$ cat config.mk
export PLATFORM = sky130hd
export DESIGN_NAME = signed_divmod_seq
export DESIGN_NICKNAME = d
export VERILOG_FILES = /design/src/rtl/signed_divmod_pkg.sv /design/src/rtl/signed_divmod_seq_step.sv /design/src/rtl/signed_divmod_seq.sv
export SDC_FILE = /design/constraint.sdc
export NUM_CORES = 1
export LEC_CHECK = 0
export CORE_UTILIZATION = 50
export DETAILED_ROUTE_END_ITERATION = 8
export PLACE_DENSITY_LB_ADDON = 0.25
export SLEW_MARGIN = 20
export SYNTH_ARGS = -nofsm -noshare
export SYNTH_HDL_FRONTEND = slang
export SYNTH_SLANG_ARGS = --single-unit
$ cat constraint.sdc
create_clock -name clk -period 4.24 [get_ports clk]
set_clock_uncertainty 0.1 [all_clocks]
set_input_delay 0.848 -clock clk [delete_from_list [all_inputs] [get_ports clk]]
set_output_delay 0.848 -clock clk [all_outputs]
set_load 0.05 [all_outputs]
$ cat src/rtl/signed_divmod_pkg.sv
// Shared types and helpers for the signed/unsigned sequential divider.
// Holds the FSM state type, the all-ones quotient pattern used for a zero
// divisor, and the sign/zero extension helper used when results leave the block.
package signed_divmod_pkg;

    typedef enum logic [1:0] {
        IDLE = 2'd0,
        CALC = 2'd1,
        DONE = 2'd2
    } divmod_state_e;

    // Widest operand the extension helper handles
    localparam int MAX_W = 64;

    // Quotient pattern reported for a zero divisor (sliced to W by the user)
    localparam logic [MAX_W-1:0] ALL_ONES = '1;

    // Extend the low w bits of value to MAX_W bits, sign- or zero-filling above
    function automatic logic [MAX_W-1:0] ext_to_out(input logic [MAX_W-1:0] value,
                                                    input int w,
                                                    input logic is_signed);
        logic [MAX_W-1:0] r;
        r[0] = value[0];
        for (int i = 1; i < MAX_W; i++) begin
            r[i] = (i < w) ? value[i] : (is_signed & r[i-1]);
        end
        return r;
    endfunction

endpackage

$ cat src/rtl/signed_divmod_seq_step.sv
// One restoring-division iteration: shift the next dividend bit into the
// partial remainder, trial-subtract the divisor magnitude and keep the
// difference when it does not go negative.
module divmod_step #(
    parameter int W = 8
) (
    input  logic [W-1:0] rem_in,
    input  logic         dividend_bit,
    input  logic [W-1:0] divisor_mag,
    output logic [W-1:0] rem_out,
    output logic         quot_bit
);

    logic [W:0] shifted;

    // Shift, compare and conditionally subtract in a single combinational step
    always_comb begin
        shifted  = {rem_in, dividend_bit};
        quot_bit = (shifted >= {1'b0, divisor_mag});
        rem_out  = W'(quot_bit ? (shifted - {1'b0, divisor_mag}) : shifted);
    end

endmodule

$ cat src/rtl/signed_divmod_seq.sv
// Multi-cycle divide/modulo sequencer with truncating quotient and a
// remainder that follows the dividend's sign. Results are extended to OUT_W.
// Optional build macro: SIGNED_DIVMOD_FASTPATH_EN skips the iteration phase
// when either operand is zero.
module signed_divmod_seq
    import signed_divmod_pkg::*;
#(
    parameter int W     = 8,
    parameter int OUT_W = 12,
    parameter int CNT_W = $clog2(W + 1)
) (
    input  logic             clk,
    input  logic             rst,
    input  logic             in_valid,
    output logic             in_ready,
    input  logic [W-1:0]     in_dividend,
    input  logic [W-1:0]     in_divisor,
    input  logic             in_signed,
    output logic             out_valid,
    input  logic             out_ready,
    output logic [OUT_W-1:0] out_quot,
    output logic [OUT_W-1:0] out_rem,
    output logic             out_div_zero
);

    divmod_state_e    state_q, state_d;
    logic [CNT_W-1:0] cnt_q, cnt_d;
    logic [W-1:0]     rem_q, rem_d;
    logic [W-1:0]     work_q, work_d;
    logic [W-1:0]     dvs_q, dvs_d;
    logic [W-1:0]     dividend_q, dividend_d;
    logic             neg_q_q, neg_q_d;
    logic             neg_r_q, neg_r_d;
    logic             sgn_q, sgn_d;
    logic             dz_q, dz_d;
    logic [OUT_W-1:0] out_quot_q, out_quot_d;
    logic [OUT_W-1:0] out_rem_q, out_rem_d;
    logic             out_dz_q, out_dz_d;

    logic             in_neg_a, in_neg_b;
    logic [W-1:0]     in_mag_a, in_mag_b;
    logic [W-1:0]     step_rem;
    logic             step_qbit;

    logic [W-1:0]     fin_quo_mag, fin_rem_mag, fin_dividend;
    logic             fin_neg_q, fin_neg_r, fin_sgn, fin_dz;
    logic [W-1:0]     quot_w, rem_w;
    logic [OUT_W-1:0] quot_ext, rem_ext;

`ifdef SIGNED_DIVMOD_FASTPATH_EN
    logic             fast_hit;
    assign fast_hit = (in_divisor == '0) || (in_dividend == '0);
`endif

    // The single shared iteration, fed from the working registers every CALC cycle
    divmod_step #(.W(W)) u_step (
        .rem_in       (rem_q),
        .dividend_bit (work_q[W-1]),
        .divisor_mag  (dvs_q),
        .rem_out      (step_rem),
        .quot_bit     (step_qbit)
    );

    // Operand signs and magnitudes as presented at the input
    always_comb begin
        in_neg_a = in_signed & in_dividend[W-1];
        in_neg_b = in_signed & in_divisor[W-1];
        in_mag_a = in_neg_a ? -in_dividend : in_dividend;
        in_mag_b = in_neg_b ? -in_divisor : in_divisor;
    end

    // Final result: sign fix-up, zero-divisor override, then extension to OUT_W
    always_comb begin
        fin_quo_mag  = {work_q[W-2:0], step_qbit};
        fin_rem_mag  = step_rem;
        fin_neg_q    = neg_q_q;
        fin_neg_r    = neg_r_q;
        fin_sgn      = sgn_q;
        fin_dz       = dz_q;
        fin_dividend = dividend_q;
`ifdef SIGNED_DIVMOD_FASTPATH_EN
        if (state_q == IDLE) begin
            fin_quo_mag  = '0;
            fin_rem_mag  = '0;
            fin_neg_q    = 1'b0;
            fin_neg_r    = 1'b0;
            fin_sgn      = in_signed;
            fin_dz       = (in_divisor == '0);
            fin_dividend = in_dividend;
        end
`endif
        quot_w   = fin_dz ? ALL_ONES[W-1:0] : (fin_neg_q ? -fin_quo_mag : fin_quo_mag);
        rem_w    = fin_dz ? fin_dividend : (fin_neg_r ? -fin_rem_mag : fin_rem_mag);
        quot_ext = OUT_W'(ext_to_out(MAX_W'(quot_w), W, fin_sgn));
        rem_ext  = OUT_W'(ext_to_out(MAX_W'(rem_w), W, fin_sgn));
    end

    // Next-state logic: accept, iterate W times, then hold until consumed
    always_comb begin
        state_d = state_q;
        unique case (state_q)
            IDLE: begin
                if (in_valid) begin
`ifdef SIGNED_DIVMOD_FASTPATH_EN
                    state_d = fast_hit ? DONE : CALC;
`else
                    state_d = CALC;
`endif
                end
            end
            CALC: if (cnt_q == CNT_W'(1)) state_d = DONE;
            DONE: if (out_ready) state_d = IDLE;
            default: state_d = IDLE;
        endcase
    end

    // Datapath updates: operand capture, per-cycle iteration and result capture
    always_comb begin
        cnt_d      = cnt_q;
        rem_d      = rem_q;
        work_d     = work_q;
        dvs_d      = dvs_q;
        dividend_d = dividend_q;
        neg_q_d    = neg_q_q;
        neg_r_d    = neg_r_q;
        sgn_d      = sgn_q;
        dz_d       = dz_q;
        out_quot_d = out_quot_q;
        out_rem_d  = out_rem_q;
        out_dz_d   = out_dz_q;
        unique case (state_q)
            IDLE: begin
                if (in_valid) begin
                    cnt_d      = CNT_W'(W);
                    rem_d      = '0;
                    work_d     = in_mag_a;
                    dvs_d      = in_mag_b;
                    dividend_d = in_dividend;
                    neg_q_d    = in_neg_a ^ in_neg_b;
                    neg_r_d    = in_neg_a;
                    sgn_d      = in_signed;
                    dz_d       = (in_divisor == '0);
`ifdef SIGNED_DIVMOD_FASTPATH_EN
                    if (fast_hit) begin
                        cnt_d      = '0;
                        out_quot_d = quot_ext;
                        out_rem_d  = rem_ext;
                        out_dz_d   = fin_dz;
                    end
`endif
                end
            end
            CALC: begin
                cnt_d  = cnt_q - CNT_W'(1);
                rem_d  = step_rem;
                work_d = {work_q[W-2:0], step_qbit};
                if (cnt_q == CNT_W'(1)) begin
                    out_quot_d = quot_ext;
                    out_rem_d  = rem_ext;
                    out_dz_d   = fin_dz;
                end
            end
            default: ;
        endcase
    end

    // State and datapath registers; reset abandons any transaction in flight
    always_ff @(posedge clk or posedge rst) begin
        if (rst) begin
            state_q    <= IDLE;
            cnt_q      <= '0;
            rem_q      <= '0;
            work_q     <= '0;
            dvs_q      <= '0;
            dividend_q <= '0;
            neg_q_q    <= 1'b0;
            neg_r_q    <= 1'b0;
            sgn_q      <= 1'b0;
            dz_q       <= 1'b0;
            out_quot_q <= '0;
            out_rem_q  <= '0;
            out_dz_q   <= 1'b0;
        end else begin
            state_q    <= state_d;
            cnt_q      <= cnt_d;
            rem_q      <= rem_d;
            work_q     <= work_d;
            dvs_q      <= dvs_d;
            dividend_q <= dividend_d;
            neg_q_q    <= neg_q_d;
            neg_r_q    <= neg_r_d;
            sgn_q      <= sgn_d;
            dz_q       <= dz_d;
            out_quot_q <= out_quot_d;
            out_rem_q  <= out_rem_d;
            out_dz_q   <= out_dz_d;
        end
    end

    // Handshake outputs decoded from state; results come straight from registers
    always_comb begin
        in_ready     = (state_q == IDLE);
        out_valid    = (state_q == DONE);
        out_quot     = out_quot_q;
        out_rem      = out_rem_q;
        out_div_zero = out_dz_q;
    end

endmodule

==> results.cfg, run 1 <==
[route]
ant_nets = 0
drtIter0Drc = 221
dr.pass1.iters = 5
wl_per_cell_um = 15.4
drc = 0
wirelength_um = 8370
vias = 3021
viasPerCell = 5.57

[sta]
postLayoutSetupSlackWorst_ps = 651
setup_viol = 0
period_minus_slack_ps = 3590
maxSlewHeadroom_pct = 39.5
maxSlewViolCount = 0
rsz0062_at_grt = false
period_share_pct = 84.6
tns_ps = 0
holdWs_ps = 366
final_hold_viol_count = 0
fmax_mhz = 279
tightest_slew_ps = 906

[floorplan]
fp.dieH_um = 86.2
core_area_um2 = 6830
initial_core_util_pct = 51.8
dieArea_um2 = 7420
fp-row-count = 30
die_w_um = 86.2
ios = 48

[synth]
synth-main-ff-cell = dfrtp_1
syn_area_um2 = 3540
synthMuxAreaShare_pct = 2.58
synth_edf_count = 0
yosysSeqAreaShare_pct = 43.1
synth_fp_nets = 438
synthCells = 402
synthXorXnorAreaFrac_pct = 7.42
synth_compound_area_share_pct = 18.3
synthSimpleGateAreaFrac_pct = 17.5
synth.distinct_cells = 48
ys_warn_count = 0
async_flop_share_pct = 100
synth_top_family_by_area = compound AO/OA/AOI/OAI gates
synth_area_per_cell_um2 = 8.81
synthAdderAreaFrac_pct = 5.51
ys_ff_latch = 61

[finish]
design_area_um2 = 4250
drive_gt1_share_pct = 7.62
antennaDiodeCount = 0
layout.nets = 477
synthToLayoutAreaGrowth_pct = 20.1

[outcome]
status = completed

[clock_network]
cts_tree = built
cts_inserted_buffers = 9
post_cts_buffers = 0
cts_sinks = 61
cts_resized = 0
clkTransAtPathRegs_ps = 80
h-tree-depth = 3
cts_buffer_depth = 2
clk_root_buffer_cell = clkbuf_8
holdBufCountCts = 0
clk_latency_ps = 350

[setup_path]
cp_top_family = compound AO/OA/AOI/OAI gates
cp_cell_sequence = ha_1 > a21o_1 > a21oi_1 > o21ai_2 > or2_4 > inv_2 > mux2i_1 > ha_1 > nand2_1 > nor4b_1 > o22ai_1 > xnor2_1 > a221o_1
slowest_stage = dfrtp_1
crit_top_cell = ha_1
max_stage_delay_ps = 440
cp.arrival_ps = 3720
cp.required_ps = 4370
crit_buf_inv = 1
end_kind = register
critPathKind = register to register
start_kind = register
critPathMaxFanout = 13

[placed_design]
place_ws_ps = 706
dpl_cell_area_um2 = 4060
place_congestion = 0.858
io_buffers = 47
dp_hpwl_um = 6200

[global_route]
overflow = 0
grt_pass1_wl_um = 13700
grt_max_degree = 47
grt_pass1_vias = 2877
grt_usage_pct = 24.3
grt_antenna_before_repair = 0

[min_path]
min_path_type = register to register

[job]
maxCapViolCount = 0
cell families after synthesis:
logic type | count (synthesis)
fa+ha+maj | 15
simple gates | 136
buf+inv | 46
flops | 61
mux | 9
xor+xnor | 30
compound gates | 105
synthesized netlist by cell type (2+ instances only):
library cell  instances  area (um2)
clkbuf_1             18        67.6
a211oi_1              4        30.0
or2_2                 2        12.5
nor2_1               28         105
nand2_1              58         218
a22oi_1               8        60.1
a21oi_1              23         115
inv_1                20        75.1
and2_1                2        12.5
a21o_1                4        30.0
o22ai_1               2        12.5
dfrtp_1              61        1530
buf_4                 7        52.6
o31ai_1               3        22.5
xnor2_1              19         166
o21ai_0              43         215
nor3_1                4        20.0
nand3_1              22         110
o21a_1                2        15.0
mux2i_1               8        80.1
a31oi_1               5        31.3
or3_1                 7        43.8
xor2_1               11        96.3
ha_1                 14         175
nand2b_1              4        25.0
tightest hold or removal path: stages, from the launching register on:
cell	delay, ps
dfrtp_1	340
nand2_1	50
nand2_1	50
registers in the layout (all words and copies together), names as in the netlist:
name and flops:
dvs_q 8, out_rem 9, state_q 2, cnt_q 4, fin_sgn 1, out_quot 9, dividend_q 8, out_div_zero 1
rem_q 8, work_q 8, fin_neg_q 1, fin_neg_r 1, dz_q 1
area by class of cell:
type	instances	area [um2]
fill	615	2580
multi-input combinational	295	1820
sequential	61	1530
timing repair buffer	53	515
clock buffer	9	124
tap	96	120
inverter	21	78.8
clock inverter	7	73.8
per-layer routing:
metal  GRT usage, %  part of all wire, %  up-vias
li1               -                    -     1465
met1           33.3                   46     1433
met2           39.0                   47      107
met3           4.72                  6.2       16
met4           7.27                  1.6        0
met5              0                    0        -
cell usage in the layout, fill, tap and decap left out, drive strengths merged, types with 3 or more instances in the layout:
master / Yosys / routed
a211oi: 5 / 5
xor2: 11 / 11
ha: 14 / 14
mux2i: 8 / 8
inv: 21 / 22
a22oi: 8 / 8
a21o: 4 / 4
or2: 3 / 3
clkbuf: 18 / 9
clkdlybuf4s50: 0 / 47
o31ai: 3 / 3
nand3: 22 / 22
o21ai: 44 / 44
buf: 7 / 6
a31oi: 5 / 5
or3: 8 / 8
xnor2: 19 / 19
nor3: 5 / 5
nor2: 28 / 28
nand2b: 4 / 4
dfrtp: 61 / 61
a21oi: 23 / 23
clkinv: 0 / 4
nand2: 58 / 58
metrics by stage:
step,util (%),instances
finish,62.3,542
floorplan,-,402
global route,62.3,542
global placement,59.4,526
detailed placement,59.4,526
CTS,62.3,542
path summary, 6_finish.rpt:
kind | slack, ps | end | startpoint | cells past startpoint
max in group asynchronous | 2420 | dvs_q[0] | rst | 3
setup / recovery | 650 | out_rem[6] | rem_q[2] | 13
hold reg to reg | 370 | out_quot[2] | out_quot[2] | 2
setup reg to reg | 650 | out_rem[6] | rem_q[2] | 13
hold / removal | 370 | out_quot[2] | out_quot[2] | 2
min in group asynchronous | 920 | out_rem[0] | rst | 2
Power of run 1 is not shown: default switching activity piles up to over one toggle a cycle in this logic, so the estimate is an artifact.
==> run 2, diff against run 1 <==
==> constraint.sdc (replaced) <==
create_clock -name clk -period 3.6 [get_ports clk]
set_clock_uncertainty 0.1 [all_clocks]
set_input_delay 0.72 -clock clk [delete_from_list [all_inputs] [get_ports clk]]
set_output_delay 0.72 -clock clk [all_outputs]
set_load 0.05 [all_outputs]
==> run 2 against run 1 <==
  * Cell count up 0.18%
  * Flip-flop and latch count unchanged
  * Sequential share of layout area down 0.34 points
  * Highest routed layer unchanged
  * Global-route usage down 0.39 points
==> results.cfg, run 2 (synthesis results as in run 1) <==
[route]
dr.pass1.iters = 4
vias = 2953
wirelength_um = 8100
viasPerCell = 5.44
ant_nets = 0
drc = 0
drtIter0Drc = 221
wl_per_cell_um = 14.9

[clock_network]
cts_inserted_buffers = 9
cts_sinks = 61
clkTransAtPathRegs_ps = 70
post_cts_buffers = 0
clk_latency_ps = 330
h-tree-depth = 3
clk_root_buffer_cell = clkbuf_8
cts_buffer_depth = 2
cts_tree = built

[sta]
period_minus_slack_ps = 3430
maxSlewViolCount = 0
rsz0062_at_grt = false
maxSlewHeadroom_pct = 38.8
fmax_mhz = 292
setup_viol = 0
period_share_pct = 95.2
final_hold_viol_count = 0
tightest_slew_ps = 916
tns_ps = 0

[placed_design]
dp_hpwl_um = 6030
io_buffers = 47
place_congestion = 0.871

[job]
maxCapViolCount = 0

[finish]
antennaDiodeCount = 0
layout.nets = 479
synthToLayoutAreaGrowth_pct = 21.4
final_common_cell = dfrtp_1
layout_common_cells = 60 x dfrtp_1, 58 x nand2_1, 47 x clkdlybuf4s50_1
drive_gt1_share_pct = 8.72

[min_path]
min_path_type = register to register

[global_route]
grt_max_degree = 62
grt_antenna_before_repair = 0
grt_pass1_wl_um = 13600
overflow = 0
grt_pass1_vias = 2846
grt_usage_pct = 23.9

[setup_path]
critPathMaxFanout = 9
crit_end = out_rem[6]
r2r_end = out_rem[6]
regToRegSetupSlack_ps = 170
worstRegToRegCells = 13
critPathKind = register to register
cp-startpoint = rem_q[5]
end_kind = register
start_kind = register
worstReg2RegStart = rem_q[5]
cp.arrival_ps = 3550
cp.required_ps = 3720

[floorplan]
ios = 48
core_area_um2 = 6830
fp-row-count = 30
die_w_um = 86.2
initial_core_util_pct = 51.8
fp.dieH_um = 86.2
dieArea_um2 = 7420

[outcome]
status = completed
[run 2: critical path, stage by stage (launching register included)]
cell and delay [ps]:
dfrtp_1 410, ha_1 370, a21o_1 210, a211oi_2 240
o21ai_2 110, or2_4 280, inv_4 140, mux2i_4 290
ha_2 230, nand2_1 80, nor4b_2 270, o22ai_1 140
xnor2_1 140, a221o_1 310
[run 2: stage by stage]
step | setup slack [ps] | utilization, % | cell area (um2) | std cells | hold WS [ps]
after global placement | 213 | 59.6 | 4070 | 528 | 351
after floorplan | 388 | - | 3540 | 402 | 338
after global routing | 3.94 | 62.9 | 4300 | 543 | 385
final | 173 | 62.9 | 4300 | 543 | 369
after CTS | 11.3 | 62.6 | 4270 | 543 | 371
after detailed placement | 26.2 | 59.6 | 4070 | 528 | 355
[run 2: final cells by class]
class | count | area, um2
multi-input combinational | 295 | 1840
clock inverter | 3 | 43.8
tap | 96 | 120
fill | 610 | 2530
inverter | 21 | 81.3
clock buffer | 12 | 155
sequential | 61 | 1530
timing repair buffer | 55 | 531
[run 2: how the worst min path moves through the flow]
stage / start / endpoint / slack (ps) / cells after the start
floorplan: dividend_q[6] / dividend_q[6] / 340 / 2
global placement: out_quot[2] / out_quot[2] / 350 / 2
detailed placement: out_quot[2] / out_quot[2] / 360 / 2
CTS: out_quot[2] / out_quot[2] / 370 / 2
global route: out_quot[2] / out_quot[2] / 380 / 2
finish: out_quot[2] / out_quot[2] / 370 / 2
[run 2: routing by layer]
layer | GRT usage [%] | vias to the layer above | part of all wire (%)
met5 | 0 | - | 0
met4 | 7.73 | 0 | 1.0
met3 | 4.81 | 9 | 5.9
met2 | 38.7 | 91 | 47
met1 | 32.2 | 1381 | 46
li1 | - | 1472 | -
[run 2: repair_timing]
action                     4_1_cts  5_1_grt
setup endpoints to repair        1        2
hold buffers                     0        0
resized for setup                1        6
Power of run 2 is left out for the same reason.
